--- src/rtl/charlie_pkg.sv ---
// Shared types and constants for the charlieplex scan sequencer.
package charlie_pkg;

  localparam int unsigned LED_INDEX_W       = 6;
  localparam int unsigned FRAME_W           = 64;
  localparam int unsigned LED_COUNT_DEFAULT = 56;

  typedef enum logic [2:0] {
    StIdle,
    StLoad,
    StSeek,
    StShow,
    StBlank
  } scan_state_e;

endpackage

--- src/rtl/scan_slot_timer.sv ---
// Per-LED slot timing: SHOW slot counter with PWM window and post-SHOW blanking counter.
module scan_slot_timer #(
  parameter int unsigned DWELL_W      = 8,
  parameter int unsigned BLANK_CYCLES = 1
) (
  input  logic               clk,
  input  logic               rst_n,
  input  logic               start,
  input  logic               in_show,
  input  logic               in_blank,
  input  logic [DWELL_W-1:0] dwell,
  input  logic [DWELL_W-1:0] bright,
  output logic               pwm_on,
  output logic               show_done,
  output logic               blank_done
);

  localparam logic [3:0] BlankLast =
    (BLANK_CYCLES == 0) ? 4'd0 : 4'(BLANK_CYCLES - 1);
  localparam logic [DWELL_W:0] SlotOne = {{DWELL_W{1'b0}}, 1'b1};

  logic [DWELL_W-1:0] slot_cnt_q;
  logic [3:0]         blank_cnt_q;
  logic [DWELL_W:0]   slot_next;

  always_ff @(posedge clk or negedge rst_n) begin
    if (!rst_n) begin
      slot_cnt_q  <= '0;
      blank_cnt_q <= '0;
    end else begin
      if (start) begin
        slot_cnt_q <= '0;
      end else if (in_show) begin
        slot_cnt_q <= slot_cnt_q + {{(DWELL_W-1){1'b0}}, 1'b1};
      end
      if (in_show) begin
        blank_cnt_q <= '0;
      end else if (in_blank) begin
        blank_cnt_q <= blank_cnt_q + 4'd1;
      end
    end
  end

  // Look-ahead: PWM state of the slot cycle that follows the coming edge, so the
  // registered led_on lines up with the SHOW cycle it belongs to.
  always_comb begin
    slot_next  = start ? '0 : ({1'b0, slot_cnt_q} + SlotOne);
    pwm_on     = slot_next < {1'b0, bright};
    show_done  = in_show && (slot_cnt_q == dwell);
    blank_done = in_blank && (blank_cnt_q == BlankLast);
  end

endmodule

--- src/rtl/charlie_scan_ctrl.sv ---
// Charlieplex scan sequencer: snapshots the frame at each boundary and walks it LED by LED.
module charlie_scan_ctrl
  import charlie_pkg::*;
#(
  parameter int unsigned LED_COUNT    = LED_COUNT_DEFAULT,
  parameter int unsigned DWELL_W      = 8,
  parameter int unsigned BLANK_CYCLES = 1
) (
  input  logic                   clk,
  input  logic                   rst_n,
  input  logic [FRAME_W-1:0]     frame_in,
  input  logic                   cfg_enable,
  input  logic                   cfg_skip,
  input  logic [DWELL_W-1:0]     cfg_dwell,
  input  logic [DWELL_W-1:0]     cfg_bright,
  output logic [LED_INDEX_W-1:0] charlie_index,
  output logic                   led_on,
  output logic                   frame_start,
  output logic [7:0]             frame_count,
  output logic                   busy
);

  localparam logic [LED_INDEX_W-1:0] LastIdx = LED_INDEX_W'(LED_COUNT - 1);
  localparam logic [LED_INDEX_W-1:0] IdxOne  = LED_INDEX_W'(1);

  scan_state_e            state_q;
  logic [LED_INDEX_W-1:0] index_q;
  logic                   led_on_q;
  logic                   frame_start_q;
  logic [7:0]             frame_count_q;
  logic [FRAME_W-1:0]     frame_sh_q;
  logic [DWELL_W-1:0]     dwell_sh_q;
  logic [DWELL_W-1:0]     bright_sh_q;
  logic                   skip_sh_q;

  logic start, in_show, in_blank;
  logic pwm_on, show_done, blank_done;
  logic last_led, advance, enter_load, lit_next;

  scan_slot_timer #(
    .DWELL_W      (DWELL_W),
    .BLANK_CYCLES (BLANK_CYCLES)
  ) u_slot_timer (
    .clk        (clk),
    .rst_n      (rst_n),
    .start      (start),
    .in_show    (in_show),
    .in_blank   (in_blank),
    .dwell      (dwell_sh_q),
    .bright     (bright_sh_q),
    .pwm_on     (pwm_on),
    .show_done  (show_done),
    .blank_done (blank_done)
  );

  always_comb begin
    in_show    = (state_q == StShow);
    in_blank   = (state_q == StBlank);
    start      = (state_q == StSeek) && (!skip_sh_q || frame_sh_q[index_q]);
    last_led   = (index_q == LastIdx);
    // Leaving the current LED: after blanking, or straight from SHOW when there is no gap.
    advance    = blank_done || ((BLANK_CYCLES == 0) && show_done);
    enter_load = (state_q == StIdle) ||
                 (last_led && (((state_q == StSeek) && !start) || advance));
    lit_next   = frame_sh_q[index_q] && pwm_on;
  end

  always_ff @(posedge clk or negedge rst_n) begin
    if (!rst_n) begin
      state_q       <= StIdle;
      index_q       <= '0;
      led_on_q      <= 1'b0;
      frame_start_q <= 1'b0;
      frame_count_q <= '0;
      frame_sh_q    <= '0;
      dwell_sh_q    <= '0;
      bright_sh_q   <= '0;
      skip_sh_q     <= 1'b0;
    end else begin
      frame_start_q <= 1'b0;
      led_on_q      <= 1'b0;
      if (!cfg_enable) begin
        state_q <= StIdle;
        index_q <= '0;
      end else if (enter_load) begin
        state_q       <= StLoad;
        index_q       <= '0;
        frame_start_q <= 1'b1;
        frame_count_q <= frame_count_q + 8'd1;
      end else begin
        case (state_q)
          StLoad: begin
            frame_sh_q  <= frame_in;
            dwell_sh_q  <= cfg_dwell;
            bright_sh_q <= cfg_bright;
            skip_sh_q   <= cfg_skip;
            state_q     <= StSeek;
          end
          StSeek: begin
            if (start) begin
              state_q  <= StShow;
              led_on_q <= lit_next;
            end else begin
              index_q <= index_q + IdxOne;
            end
          end
          StShow: begin
            if (advance) begin
              state_q <= StSeek;
              index_q <= index_q + IdxOne;
            end else if (show_done) begin
              state_q <= StBlank;
            end else begin
              led_on_q <= lit_next;
            end
          end
          StBlank: begin
            if (advance) begin
              state_q <= StSeek;
              index_q <= index_q + IdxOne;
            end
          end
          default: state_q <= StIdle;
        endcase
      end
    end
  end

  assign charlie_index = index_q;
  assign led_on        = led_on_q;
  assign frame_start   = frame_start_q;
  assign frame_count   = frame_count_q;
  assign busy          = (state_q != StIdle);

endmodule

--- config.mk ---
export PLATFORM = sky130hd
export DESIGN_NAME = charlie_scan_ctrl
export DESIGN_NICKNAME = d
export VERILOG_FILES = /design/src/rtl/charlie_pkg.sv /design/src/rtl/scan_slot_timer.sv /design/src/rtl/charlie_scan_ctrl.sv
export SDC_FILE = /design/constraint.sdc
export NUM_CORES = 1
export LEC_CHECK = 0
export ABC_AREA = 1
export CAP_MARGIN = 20
export CORE_MARGIN = 8
export CORE_UTILIZATION = 45
export CTS_BUF_LIST = sky130_fd_sc_hd__clkbuf_4
export DETAILED_ROUTE_END_ITERATION = 10
export PLACE_DENSITY = 0.66
export SLEW_MARGIN = 20
export SYNTH_ARGS = -nofsm -noshare
export SYNTH_HDL_FRONTEND = slang
export SYNTH_SLANG_ARGS = --single-unit
--- constraint.sdc ---
create_clock -name clk -period 3.75 [get_ports clk]
set_clock_uncertainty 0.15 [all_clocks]
set_input_delay 1.125 -clock clk [delete_from_list [all_inputs] [get_ports clk]]
set_output_delay 1.125 -clock clk [all_outputs]
set_load 0.005 [all_outputs]
==> results of run 1 <==
==> report_power, final <==
part           switching [mW]  internal [mW]
Combinational           0.713          0.537
Clock                   0.385          0.400
Sequential              0.299           1.67
==> final cells by class <==
cell class	instances	area, um^2
sequential	112	2803
inverter	62	235.2
clock inverter	7	133.9
fill	1252	5948
timing repair buffer	109	1066
multi-input combinational	565	2821
tap	176	220.2
clock buffer	9	67.56
==> flip-flops by register name, indices dropped and copies added (netlist names) <==
signal / flops
bright_sh_q: 8
led_on: 1
frame_count: 8
frame_start: 1
u_slot_timer.blank_cnt_q: 4
state_q: 3
u_slot_timer.slot_cnt_q: 8
charlie_index: 6
dwell_sh_q: 8
frame_sh_q: 64
skip_sh_q: 1
==> metrics by stage <==
stage          utilization  setup slack, ns
6_report            0.5526           0.3169
5_1_grt             0.5526          0.02102
4_1_cts             0.5526           0.3443
3_5_place_dp        0.5375           0.4076
3_3_place_gp        0.5375           0.5123
2_1_floorplan            -            1.133
==> cell families after synthesis <==
logic type	count (synthesis)	share of synthesized area
DFF	112	0.4568
and+or+nand+nor	486	0.3670
xor gates and xnor gates	18	0.02569
buffers and inverters	99	0.08422
AOI/OAI and AO/OA	49	0.04180
adders and majority gates	12	0.02447
==> layer usage <==
metal  vias to the layer above  share of wire  GRT usage
met5                         -              0          0
met4                         0          0.013    0.04227
met3                        13          0.051    0.04618
met2                       111           0.49     0.2953
met1                      2415           0.45     0.2227
li1                       2631              -          -
==> worst register-to-register path, delay by kind of cell (launching register included) <==
family	cells	cell delay, ns
AO/OA/AOI/OAI	1	0.18
buffers and inverters	4	1.08
flip-flops	1	0.63
AND/OR/NAND/NOR	14	1.32
==> path summary, 6_finish.rpt <==
path,depth (start not counted),slack [ns],from,to
min in group asynchronous,1,0.44,rst_n,frame_sh_q[49]
max,19,0.32,charlie_index[2],state_q[2]
max in group asynchronous,2,2.16,rst_n,frame_sh_q[42]
min,1,0.34,u_slot_timer.blank_cnt_q[3],u_slot_timer.blank_cnt_q[3]
min reg2reg,1,0.34,u_slot_timer.blank_cnt_q[3],u_slot_timer.blank_cnt_q[3]
max reg2reg,19,0.32,charlie_index[2],state_q[2]
==> placed cells by master (no fill, tap or decap), types with 3 or more instances in the layout <==
| cell | instances |
|---|---|
| o21ai_0 | 22 |
| nand2_1 | 300 |
| dfrtp_1 | 112 |
| bufinv_16 | 4 |
| xnor2_1 | 6 |
| ha_1 | 12 |
| a21oi_1 | 19 |
| inv_1 | 58 |
| nand3_2 | 41 |
| clkbuf_4 | 9 |
| clkdlybuf4s50_1 | 99 |
| nand4_1 | 5 |
| xor2_1 | 12 |
| nor4_1 | 3 |
| buf_4 | 10 |
| inv_2 | 3 |
| nor2_1 | 46 |
| nor3_1 | 4 |
| nand3_1 | 77 |
| o22ai_1 | 4 |
| nand2_2 | 3 |
==> synth_stat cells (all sizes together), types with 2 or more instances <==
cell      n  area share
nand2   305        0.19
nand3   118        0.13
dfrtp   112        0.46
inv      62       0.038
nor2     47       0.031
buf      32       0.043
o21ai    23       0.019
a21oi    19       0.015
ha       12       0.024
xor2     12       0.017
xnor2     6      0.0086
clkbuf    5      0.0031
nand4     5      0.0051
nor3      5      0.0041
o22ai     4      0.0041
nor4      3      0.0031
nand3b    2      0.0024
==> impl_results.md, run 1 <==
- Status: finished clean
- Routed wire per std cell: 14.45 um
- Resize count post-CTS: 0
- Worst Setup Path Type: register to register
- Total GRT Usage: 0.1766
- Crit-path cells: inv_1 > nor2_1 > nand2_1 > nand2_1 > nor2_1 > nand2_1 > nand2_1 > nor2_1 > nand2_1 > nand2_1 > inv_2 > nand3_2 > nand2_2 > nand2_2 > nand2_4 > nor2_8 > buf_4 > inv_1 > a21oi_1
- Post-synthesis sequential area ratio: 0.4568
- Post-route ant nets: 0
- Hold_ws: 0.3389 ns
- Startpoint types: register
- Clock root buffer: clkbuf_4
- Most used cell, CP: nand2_1
- Number of global-route vias before repair: 5238
- Postcts setup bufs: 0
- Maximum clock path buffer count: 2
- Antenna violations before repair: 0
- Vias post-DR: 5170
- Total power: 4.005 mW
- Clock slew at reported path FFs: 0.16 ns
- Fin crit period: 3.433 ns
- Bufs and invs on worst path: 4
- Hold Vio Cnt, Final: 0
- FP Rows: 42
- Layout cells sized above 1: 0.09028
- Number of DRC markers in iteration 0: 301
- Measured slew at the worst slew-check pin: 0.8364 ns
- Number of synthesized register bits: 112
- Die Height: 132.8 um
- Setup violators final: 0
- P_leak: 3.616 nW
- Design Area, Final: 7347 um^2
- Crit path max-delay family: simple AND/OR/NAND/NOR gates
- Pwr dens: 545.2 nW/um^2
- WL final: 15.03 mm
- Arr. time, crit path: 3.68 ns
- N_diodes: 0
- Maximum vdd drop: 284.3 uV
- FMAX: 0.2913 GHz
- CTS H-Tree Depth: 3
- Asr flop ratio synth: 1.000
- Final period utilization: 0.9155
- YS warnings: 0
- Fin. max-slew vios: 0
- First-pass GRT wire length: 25.73 mm
- Distinct cells, synth: 32
- Post-synth EDFFs: 0
- Grt ovf: 0
- CP Capture Type: register
- Mean Syn Cell Area: 7.907 um^2
- Inserted Clock Buffers: 9
- Syn_nets: 872
- Hold buffers post-CTS: 0
- CORE AREA: 13300 um^2
- Placed cell count: 1024
- DP Area: 7146 um^2
- RSZ-0062 raised after global routing: no
- Post-route DRC: 0
- First drt pass iteration count: 4
- Synthesized area: 6136 um^2
- Nets: 955
- Vias/cell: 4.971
- Crit-path max FO: 56
- Max-capacitance violation count: 0
- Final std cells w/o fill: 1040
- Worst-Skew Late Latency: 0.48 ns
- Worst rel slew slack: 0.4424
- Initial core utilization: 0.4615
- CTS Sinks: 112
- PortBufs: 100
- DP HPWL: 10.72 mm
- Die ar.: 17630 um^2
- Pin count of the biggest net entering global routing: 82
- Worst min-delay path class: register to register
- Setup TNS: 0 ns
- RePlAce Congestion: 0.8476
- Mapped Cells: 776
- Ys flop type: dfrtp_1
- Slowest CP cell: dfrtp_1
- CTS tree: done
- Die W: 132.8 um
- Delay of the slowest cell on the worst path: 0.63 ns
- Crit path required time: 3.99 ns
- I/O pin count: 101
- P&R area growth vs syn: 19.74%
Power figures use the tool's default switching activity.
==> run 2: changes to the inputs <==
Settings changed: SKIP_LAST_GASP set to 1.
==> results of run 2 <==
The final DEF is identical to that of run 1; final timing and power are the same.
==> variant 1 (settings of run 1) <==
Re-encode `scan_state_e` (5 states) as Gray code, 3 bits wide.
--- a/src/rtl/charlie_pkg.sv
+++ b/src/rtl/charlie_pkg.sv
@@ -7,9 +7,9 @@
 
   typedef enum logic [2:0] {
-    StIdle,
-    StLoad,
-    StSeek,
-    StShow,
-    StBlank
+    StIdle  = 3'b000,
+    StLoad  = 3'b001,
+    StSeek  = 3'b011,
+    StShow  = 3'b010,
+    StBlank = 3'b110
   } scan_state_e;
 
Formal check against the unedited RTL: same outputs for any inputs over 4 cycles, from zero or initial values and one cycle with rst_n low; so few cycles prove little.
==> variant 1 against run 1 <==
Sequential power shrank 16%. Global-route usage decreased by 0.43 points. Setup slack better by 190 ps. Cell area down 2.7%. Power is 20% lower. Area after synthesis decreased by 3.4%. Sequential cell count unchanged. Combinational power decreased by 26%. First-iteration DRC count increased by 32%. Wire length fell by 8.2%. Critical path type is now register to output port. Largest cell class is now flip-flops and latches.
==> variant 1: results (changes against run 1) <==
Finish
  – Fill cell count: 1281 (+2.3%)
  – Multi-In Gates: 492 (-13%)
  – Buffer share of cell area: 14.9% (+0.44 points)
  – Share of layout cells above drive strength 1: 8.26% (-0.76 points)
  – Non-CTS buffers: 106 (-2.8%)
  – Multi-input combinational area share: 34.3% (-4.1 points)
  – Layout clock area frac: 2.05% (-0.69 points)
  – Post-route cell area: 0.00715 mm2 (-2.7%)
  – Nets: 938 (-1.8%)
  – Area Growth Syn to Fin: 20.6%
  – Signal inverters: 121 (+95%)

Critical path
  – CP max FO: 20 (-64%)
  – Crit path from: charlie_index[0]$_DFFE_PN0P_
  – CP max stage delay: 600 ps (-30 ps)
  – Worst Reg-to-Reg Cells: 20 (+1)
  – Critical register-to-register path endpoint: led_on$_DFF_PN0_
  – End point of the critical path: charlie_index[0]
  – RR Startpoint: charlie_index[1]$_DFFE_PN0P_
  – WP data arrival: 1970 ps (-1710 ps)

Yosys
  – Most frequent cells after synthesis: nand2_1 (193), inv_1 (117), dfrtp_1 (112), nor2_1 (73), nand3_1 (53)
  – Cell variety after synth: 33 (+3.1%)
  – Area contributors post-synth: dfrtp_1 (47%), nand2_1 (12%), inv_1 (7.4%), nor2_1 (4.6%), nand3_1 (4.5%)
  – Sequential share of the synthesized area: 47.3% (+1.6 points)
  – Synthesized area per cell: 7.85 um2 (-0.72%)
  – Post-synth net total: 851 (-2.4%)

Drt
  – DR iter-0 viols: 397 (+32%)
  – Final WL: 13800 um (-8.2%)
  – Post-DR vias/cell: 4.87 (-2.0%)
  – DR vias: 4988 (-3.5%)
  – DR pass1 iterations: 5 (+1)

GRT
  – GRT Overall Usage: 17.2% (-0.43 points)
  – First-pass GRT wire length: 23600 um (-8.4%)
  – Largest net degree at the start of global routing: 124 (+51%)
  – Initial antenna violation count: 1 (+1)

Place
  – Hpwl dp: 10300 um (-4.2%)
  – DP Area: 0.00700 mm2 (-2.0%)
  – Final Wtd Congestion: 0.915 (+8.0%)
  – Placed Cells: 1007 (-1.7%)
  – Pre-CTS setup slack: 575 ps (+168 ps)

Power
  – Leak Pwr: 0.00352 uW (-2.7%)
  – Max VDD drop: 0.168 mV (-41%)
  – Cell Int Power: 2120 uW (-19%)

Timing
  – Final worst setup slack: 510 ps (+193 ps)
  – Worst hold slack: 356 ps (+17.2 ps)
  – Least-Margin Pin Slew: 601 ps (-235 ps)

Worst hold path
  – Hold_sp: u_slot_timer.blank_cnt_q[2]$_DFFE_PN0P_

Clocking
  – Clock Latency Late Sink: 500 ps (+20 ps)
  – Htree depth: 3 (unchanged)

Run status
  – Status: finished clean
[variant 1: worst register-to-register path: cells and delay by family, from the launching register on]
family | cells | cell delay (ps)
buffers and inverters | 3 | 460
AND/OR/NAND/NOR | 14 | 1260
flip-flops | 1 | 760
AO/OA/AOI/OAI | 2 | 300
adder cells (fa/ha/maj) | 1 | 260
[variant 1: cells by family after synthesis]
| family | after synthesis | synth area share (%) |
|---|---|---|
| AO/OA/AOI/OAI | 117 | 12.0 |
| XOR/XNOR | 15 | 2.22 |
| adder cells (fa/ha/maj) | 12 | 2.53 |
| buffers and inverters | 151 | 11.3 |
| flip-flops | 112 | 47.3 |
| AND/OR/NAND/NOR | 348 | 24.6 |
[variant 1: layer usage]
layer	GRT usage (%)	share of wire, %
met1	22.6	46
met2	27.6	46
met3	3.13	5.4
met4	7.02	1.8
met5	0	0
==> variant 2 (config.mk and constraints of run 1) <==
Without the edit above. Set the package constant `LED_INDEX_W` to 7 (it was 6).
--- a/src/rtl/charlie_pkg.sv
+++ b/src/rtl/charlie_pkg.sv
@@ -2,5 +2,5 @@
 package charlie_pkg;
 
-  localparam int unsigned LED_INDEX_W       = 6;
+  localparam int unsigned LED_INDEX_W       = 7;
   localparam int unsigned FRAME_W           = 64;
   localparam int unsigned LED_COUNT_DEFAULT = 56;
Interface: changed (resized charlie_index); port bits go from 101 to 102. The function was not compared with the original's and may differ.
==> variant 2 against run 1 <==
Non-clock buffer count is 3 lower. Setup slack better by 99 ps. Wire length is 0.40% lower. Sequential cell count grew 1. Count of clock-buffer cells in the layout is 12 higher. Area after synthesis is 1.3% higher. Cell area rose by 1.4%. Power fell by 0.60%. Via count grew 1.8%. Fmax up 3.0%. Critical path type unchanged. Highest routed layer unchanged.
==> variant 2: results (changes against run 1) <==
Finish
  – Fill cell count: 1329 (+6.2%)
  – Reg with most FFs: frame_sh_q
  – Footprint of the multi-input gates: 0.00284 mm2 (+0.53%)
  – CLK BUF: 21 (+12)
  – Layout clock area frac: 2.75% (+0.013 points)
  – Buffer share of cell area: 14.5% (+0.035 points)
  – Seq/total area: 38.0% (-0.17 points)
  – Multi-In Gates: 564 (-0.18%)
  – Share of layout cells above drive strength 1: 10.1% (+1.0 points)
  – Diodes inserted: 1 (+1)
  – Nets: 968 (+1.4%)
  – Signal inverters: 70 (+13%)
  – Non-CTS buffers: 106 (-2.8%)

GRT
  – Largest net degree at the start of global routing: 114 (+39%)
  – GR met3 Demand/Resource: 4.63% (+0.013 points)
  – Number of global-route vias before repair: 5313 (+1.4%)
  – Met1 Resource Use GR: 22.8% (+0.53 points)
  – First-pass GRT wire length: 25500 um (-0.75%)
  – GRT Overall Usage: 17.5% (-0.14 points)
  – Initial antenna violation count: 1 (+1)
  – Met2 usage: 27.8% (-1.7 points)

Clocking
  – CTS root buffer: clkbuf_4
  – Clk slew on worst S/H paths: 100 ps (-60 ps)
  – Num CTS Buffers: 17 (+8)
  – Clock Latency Late Sink: 540 ps (+60 ps)
  – Htree depth: 4 (+1)

Critical path
  – Worst Reg-to-Reg Cells: 21 (+2)
  – End point of the critical path: led_on$_DFF_PN0_
  – Worst R2R Setup Slack: 420 ps (+100 ps)
  – CP max FO: 12 (-79%)
  – CP max stage delay: 590 ps (-40 ps)
  – WP data arrival: 3650 ps (-30 ps)

Timing
  – Least-Margin Pin Slew: 831 ps (-5.37 ps)

Place
  – Final Wtd Congestion: 0.803 (-5.3%)
  – PortBufs: 101 (+1.0%)
  – Hpwl dp: 10400 um (-3.3%)

Worst hold path
  – Hold_sp: frame_sh_q[15]$_DFFE_PN0P_
  – Worst Hold End: frame_sh_q[15]$_DFFE_PN0P_
  – Hold depth: 2 (+1)

Yosys
  – Yosys reg bits: 113 (+0.89%)
  – Post-synth net total: 881 (+1.0%)
  – Sequential share of the synthesized area: 45.5% (-0.20 points)
  – Area contributors post-synth: dfrtp_1 (45%), nand2_1 (19%), nand3_1 (7.2%), nand3_2 (6.4%), inv_1 (4.0%)
  – Most frequent cells after synthesis: nand2_1 (308), dfrtp_1 (113), nand3_1 (89), inv_1 (66), nand3_2 (40)
  – Cell variety after synth: 33 (+3.1%)

Drt
  – Drt wl/cell: 14.0 um (-2.8%)
  – DR iter-0 viols: 430 (+43%)
  – Post-DR vias/cell: 4.94 (-0.67%)
  – Metal3 WL: 736 um (-3.8%)
  – Metal2 WL: 6980 um (-5.1%)
  – DR pass1 iterations: 5 (+1)
  – M1 wire length: 7120 um (+5.9%)

Power
  – Clk. pwr: 716 uW (-8.8%)
  – Leak Pwr: 0.00372 uW (+2.9%)
  – Cell Int Power: 2520 uW (-3.3%)
  – Max VDD drop: 0.276 mV (-3.0%)
  – Pwr Density: 534 mW/mm2 (-2.0%)

Run status
  – Status: finished clean
[variant 2: timing repair]
item	4_1_cts	5_1_grt
gates resized for setup	0	1
endpoints found under the setup margin	0	1
setup buffers	0	0
[variant 2: metrics by stage]
stage / instance area (um2) / hold slack [ps] / util, % / instances / worst slack (ps)
3_5_place_dp: 7240 / 309 / 53.0 / 1033 / 195
2_1_floorplan: 6220 / 292 / - / 785 / 1090
3_3_place_gp: 7240 / 304 / 53.0 / 1033 / 196
6_report: 7450 / 326 / 54.5 / 1066 / 416
5_1_grt: 7450 / 353 / 54.5 / 1066 / 108
4_1_cts: 7450 / 332 / 54.5 / 1065 / 183
[variant 2: cell families (layout without fill, tap and decap cells)]
kind of cell / after synthesis / after routing / synth area share (%)
DFF: 113 / 113 / 45.5
adders and majority gates: 12 / 12 / 2.41
xor gates and xnor gates: 18 / 18 / 2.54
other: 0 / 1 / 0
and+or+nand+nor: 497 / 497 / 37.4
buffers and inverters: 108 / 208 / 8.98
AOI/OAI and AO/OA: 37 / 37 / 3.20
